--- src/rtl/pc_pkg.sv ---
// Shared constants and next-PC select encoding for the fetch-stage PC controller.
package pc_pkg;

  localparam int          PC_INC           = 4;
  localparam logic [31:0] RESET_PC_DEFAULT = 32'h0000_0000;

  typedef enum logic [1:0] {
    SEL_SEQ    = 2'd0,
    SEL_BRANCH = 2'd1,
    SEL_JUMP   = 2'd2
  } next_sel_e;

endpackage

--- src/rtl/pc_next_logic.sv ---
// Combinational next-PC selection: sequential +4, word-offset branch, or
// region-relative absolute jump (jump has priority over branch).
module pc_next_logic
  import pc_pkg::*;
#(
  parameter int WIDTH   = 32,
  parameter int JADDR_W = 26
) (
  input  logic [WIDTH-1:0]   pc,
  input  logic               beq,
  input  logic               jump,
  input  logic [WIDTH-1:0]   branch_offset,
  input  logic [JADDR_W-1:0] jump_addr,
  output logic [WIDTH-1:0]   next_pc
);

  logic [WIDTH-1:0] pc_plus4;
  logic [WIDTH-1:0] branch_target;
  logic [WIDTH-1:0] jump_target;
  next_sel_e        sel;

  // Jump keeps the top bits of pc+4 so targets stay inside the current region.
  always_comb begin
    pc_plus4      = pc + WIDTH'(PC_INC);
    branch_target = pc_plus4 + (branch_offset << 2);
    jump_target   = {pc_plus4[WIDTH-1:JADDR_W+2], jump_addr, 2'b00};

    sel = SEL_SEQ;
    if (jump) begin
      sel = SEL_JUMP;
    end else if (beq) begin
      sel = SEL_BRANCH;
    end

    case (sel)
      SEL_JUMP:   next_pc = jump_target;
      SEL_BRANCH: next_pc = branch_target;
      default:    next_pc = pc_plus4;
    endcase
  end

endmodule

--- src/rtl/pc_control_32_core.sv ---
// Program-counter register with start/finish handshake; one update per
// accepted start, finish acknowledges the update in the following cycle.
module pc_control_32_core
  import pc_pkg::*;
#(
  parameter int               WIDTH    = 32,
  parameter int               JADDR_W  = 26,
  parameter logic [WIDTH-1:0] RESET_PC = WIDTH'(RESET_PC_DEFAULT)
) (
  input  logic               clk,
  input  logic               reset,
  input  logic               start,
  input  logic               beq,
  input  logic               jump,
  input  logic [WIDTH-1:0]   branch_offset,
  input  logic [JADDR_W-1:0] jump_addr,
  output logic [WIDTH-1:0]   pc,
  output logic               finish
);

  logic [WIDTH-1:0] pc_q, pc_d;
  logic             finish_q, finish_d;
  logic [WIDTH-1:0] next_pc;

  pc_next_logic #(
    .WIDTH  (WIDTH),
    .JADDR_W(JADDR_W)
  ) u_next (
    .pc           (pc_q),
    .beq          (beq),
    .jump         (jump),
    .branch_offset(branch_offset),
    .jump_addr    (jump_addr),
    .next_pc      (next_pc)
  );

  always_comb begin
    pc_d     = pc_q;
    finish_d = 1'b0;
    if (start) begin
      pc_d     = next_pc;
      finish_d = 1'b1;
    end
  end

  // Reset is active-low and asynchronous; it beats a coincident start.
  always_ff @(posedge clk or negedge reset) begin
    if (!reset) begin
      pc_q     <= RESET_PC;
      finish_q <= 1'b0;
    end else begin
      pc_q     <= pc_d;
      finish_q <= finish_d;
    end
  end

  assign pc     = pc_q;
  assign finish = finish_q;

endmodule

--- config.mk ---
export PLATFORM = sky130hd
export DESIGN_NAME = pc_control_32_core
export DESIGN_NICKNAME = d
export VERILOG_FILES = /design/src/rtl/pc_pkg.sv /design/src/rtl/pc_next_logic.sv /design/src/rtl/pc_control_32_core.sv
export SDC_FILE = /design/constraint.sdc
export NUM_CORES = 1
export LEC_CHECK = 0
export BUFFER_PORTS_ARGS = -buffer_cell sky130_fd_sc_hd__clkbuf_2
export CAP_MARGIN = 40
export CORE_MARGIN = 10
export CORE_UTILIZATION = 51
export DETAILED_ROUTE_END_ITERATION = 7
export GPL_ROUTABILITY_DRIVEN = 1
export GPL_TIMING_DRIVEN = 0
export PLACE_DENSITY = 0.79
export SETUP_SLACK_MARGIN = 0.1
export SKIP_CTS_REPAIR_TIMING = 1
export SYNTH_ARGS = -nofsm -noshare
export SYNTH_HDL_FRONTEND = slang
export SYNTH_HIERARCHICAL = 1
export SYNTH_SLANG_ARGS = --single-unit
--- constraint.sdc ---
create_clock -name clk -period 3.53 [get_ports clk]
set_input_delay 0.5295 -clock clk [delete_from_list [all_inputs] [get_ports clk]]
set_output_delay 0.5295 -clock clk [all_outputs]
set_load 0.05 [all_outputs]
==> results.json <==
{
  "gp_congestion": 0.9375,
  "hold_viol": 0,
  "critPathMaxFanout": 10,
  "clock_latency_ns": 0.30,
  "setup_viol_count_final": 14,
  "firstDrtPassIters": 5,
  "clk_pin_slew_ns": 0.08,
  "die_w_um": 111.4,
  "seq_area_frac_synth_pct": 19.37,
  "yosys_warnings": 6,
  "fin_hold_ws_ns": 0.3329,
  "track_usage_pct": 20.68,
  "arrival_ns": 4.03,
  "cts_buffer_depth": 2,
  "portBuffers": 91,
  "worst_pin_slew_ns": 0.8588,
  "fin_ws_ns": -0.3135,
  "hpwl_um": 11100,
  "cts_buffers": 5,
  "rr_worst_depth": 16,
  "maxCapViolCount": 0,
  "syn_to_final_growth_pct": 39.98,
  "wl_um": 15560,
  "drc": 0,
  "die_area_um2": 12420,
  "antenna_found_initial": 0,
  "syn_area_per_cell_um2": 8.458,
  "ys_seq_elements": 33,
  "violations": "negative setup slack",
  "rsz0062_at_grt": "true",
  "wl_per_cell_um": 20.77,
  "r2r-end": "pc[14]",
  "post-place-ws_ns": -0.6390,
  "ios": 96,
  "grt_pass1_vias": 4342,
  "antenna_left": 0,
  "crit_path_end_kind": "register",
  "num-nets-final": 742,
  "critical_path_class": "reg -> reg",
  "max_slew_margin_pct": 42.75,
  "synthesis.area_um2": 4263,
  "min_period_ns": 3.843,
  "rows": 33,
  "htreeDepth": 2,
  "die_h_um": 111.4,
  "synth-edff-count": 0,
  "drt_iter0_drc": 400,
  "async_reset_ff_share_pct": 100.0,
  "rr_startpoint": "pc[5]",
  "max_freq_ghz": 0.2602,
  "grt_pass1_wl_um": 22050,
  "cts_root_buffer": "clkbuf_8",
  "critPathLaunchType": "register",
  "synthCells": 504,
  "hp-class": "in -> async",
  "design.core.area_um2": 8175,
  "overflow": 0,
  "cts_tree": "built",
  "cts.sinks": 33,
  "n_antenna_cell": 0,
  "drv_slew": 0,
  "status": "finished with violations",
  "clock_skew_ns": 0.006418,
  "grt_max_degree": 34,
  "r2r_setup_slack_ns": -0.31,
  "vias_per_cell": 6.268,
  "power_density_nw_per_um2": 682.9,
  "synth_nets": 603,
  "worstPathRequired_ns": 3.72,
  "placedCellCount": 700,
  "drive_gt1_share_pct": 47.36,
  "leakage_nw": 2.653,
  "finalCritPeriodShare_pct": 108.9,
  "synth_cell_type_count": 69,
  "synth_top_flop_cell": "dfrtp_1",
  "irDropWorstVdd_uv": 454.2,
  "stdcell_count": 749,
  "vias": 4695,
  "initial_utilization_pct": 52.14
}
## how the worst max path moves through the flow
| stage | from | endpoint | slack (ns) |
|---|---|---|---|
| 2_1_floorplan | pc[10] | pc[29] | -0.10 |
| 3_3_place_gp | pc[4] | pc[31] | -0.60 |
| 3_5_place_dp | pc[4] | pc[31] | -0.64 |
| 4_1_cts | pc[4] | pc[31] | -0.64 |
| 5_1_grt | pc[5] | pc[29] | -0.43 |
| 6_report | pc[5] | pc[14] | -0.31 |
## cells in the mapped netlist (5+ instances only)
| master | count | area [um2] |
|---|---|---|
| xnor2_1 | 31 | 271.5 |
| a21o_1 | 6 | 45.04 |
| nand2_1 | 48 | 180.2 |
| a211oi_1 | 11 | 82.58 |
| clkbuf_1 | 12 | 45.04 |
| dfrtp_1 | 33 | 825.8 |
| and3_1 | 9 | 56.30 |
| nand3_1 | 24 | 120.1 |
| and4_1 | 5 | 43.79 |
| o21ai_0 | 24 | 120.1 |
| nor2_1 | 38 | 142.6 |
| nand2b_1 | 7 | 43.79 |
| mux2_2 | 6 | 67.56 |
| nor2b_1 | 6 | 37.54 |
| nand4_1 | 7 | 43.79 |
| nor3_1 | 12 | 60.06 |
| mux2_4 | 30 | 450.4 |
| o211ai_1 | 8 | 60.06 |
| a21oi_1 | 38 | 190.2 |
| xor2_1 | 9 | 78.83 |
| o21a_1 | 5 | 37.54 |
| inv_1 | 15 | 56.30 |
| ha_1 | 35 | 437.9 |
| o22ai_1 | 9 | 56.30 |
## layout make-up
type	count	area [um2]
multi-input combinational	437	3900
fill	593	2208
sequential	33	847.1
timing repair buffer	134	782.0
tap	105	131.4
buffer	17	130.1
clock buffer	6	82.58
inverter	15	56.30
clock inverter	2	37.54
## flip-flops by register name (all words and copies together) (netlist names)
name    flops
pc         32
finish      1
## worst max-delay path: stages, from the launching register on
cell and delay (ns):
dfrtp_2 0.44, nand4_4 0.13, buf_4 0.17, nor3_4 0.17, buf_4 0.18, buf_4 0.12, xor2_2 0.17, ha_1 0.28
buf_6 0.16, a31o_1 0.24, or4_4 0.54, buf_4 0.16, o21ai_2 0.16, xor2_1 0.21, a211oi_1 0.15, a21o_1 0.20
mux2_4 0.25
## cells by family (layout without fill, tap and decap cells)
family,Yosys count,count (layout),share of synthesized area [%]
and+or+nand+nor,180,180,21.87
AOI/OAI and AO/OA,141,141,22.34
adders and majority gates,36,36,10.74
xor gates and xnor gates,40,40,8.218
buffers and inverters,34,174,4.373
DFF,33,33,19.37
muxes,40,40,13.09
## where the power goes
| group | switching (W) | total, W | internal, W |
|---|---|---|---|
| Combinational | 0.00173 | 0.00299 | 0.00126 |
| Sequential | 0.000205 | 0.000703 | 0.000498 |
| Clock | 0.000155 | 0.000384 | 0.000230 |
## cells in the final DEF, fill, tap and decap left out, types with 5 or more instances in the layout
cell and count:
a211oi_1 7, a21o_1 6, a21oi_1 30, a21oi_2 7, and3_1 7, buf_4 42
clkbuf_1 9, clkbuf_2 92, clkbuf_8 6, dfrtp_1 16, dfrtp_2 17, ha_1 20
ha_2 5, ha_4 10, inv_1 15, mux2_4 33, nand2_1 42, nand2b_1 7
nand3_1 20, nand4_1 7, nor2_1 36, nor2b_1 6, nor3_1 6, o211ai_1 8
o21a_1 5, o21ai_0 19, o22ai_1 8, xnor2_1 15, xnor2_2 11, xnor2_4 5
xor2_1 5
## per-layer routing
metal | GRT usage [%] | vias up | part of all wire, %
met5 | 0 | - | 0
met4 | 5.056 | 0 | 2.2
met3 | 3.596 | 43 | 7.6
met2 | 34.62 | 233 | 49
met1 | 26.87 | 2257 | 41
li1 | - | 2162 | -
## metrics by stage
step | area [um2] | util [%] | setup TNS, ns | total power (W)
6_report | 5967 | 72.99 | -2.528 | 0.004075
5_1_grt | 5967 | 72.99 | -4.589 | 0.004301
4_1_cts | 5084 | 62.18 | -4.555 | 0.003474
3_5_place_dp | 4964 | 60.71 | -4.208 | 0.003086
3_3_place_gp | 4964 | 60.71 | -3.780 | 0.003050
2_1_floorplan | 4377 | - | -0.3571 | 0.002501
Power figures use the tool's default switching activity.
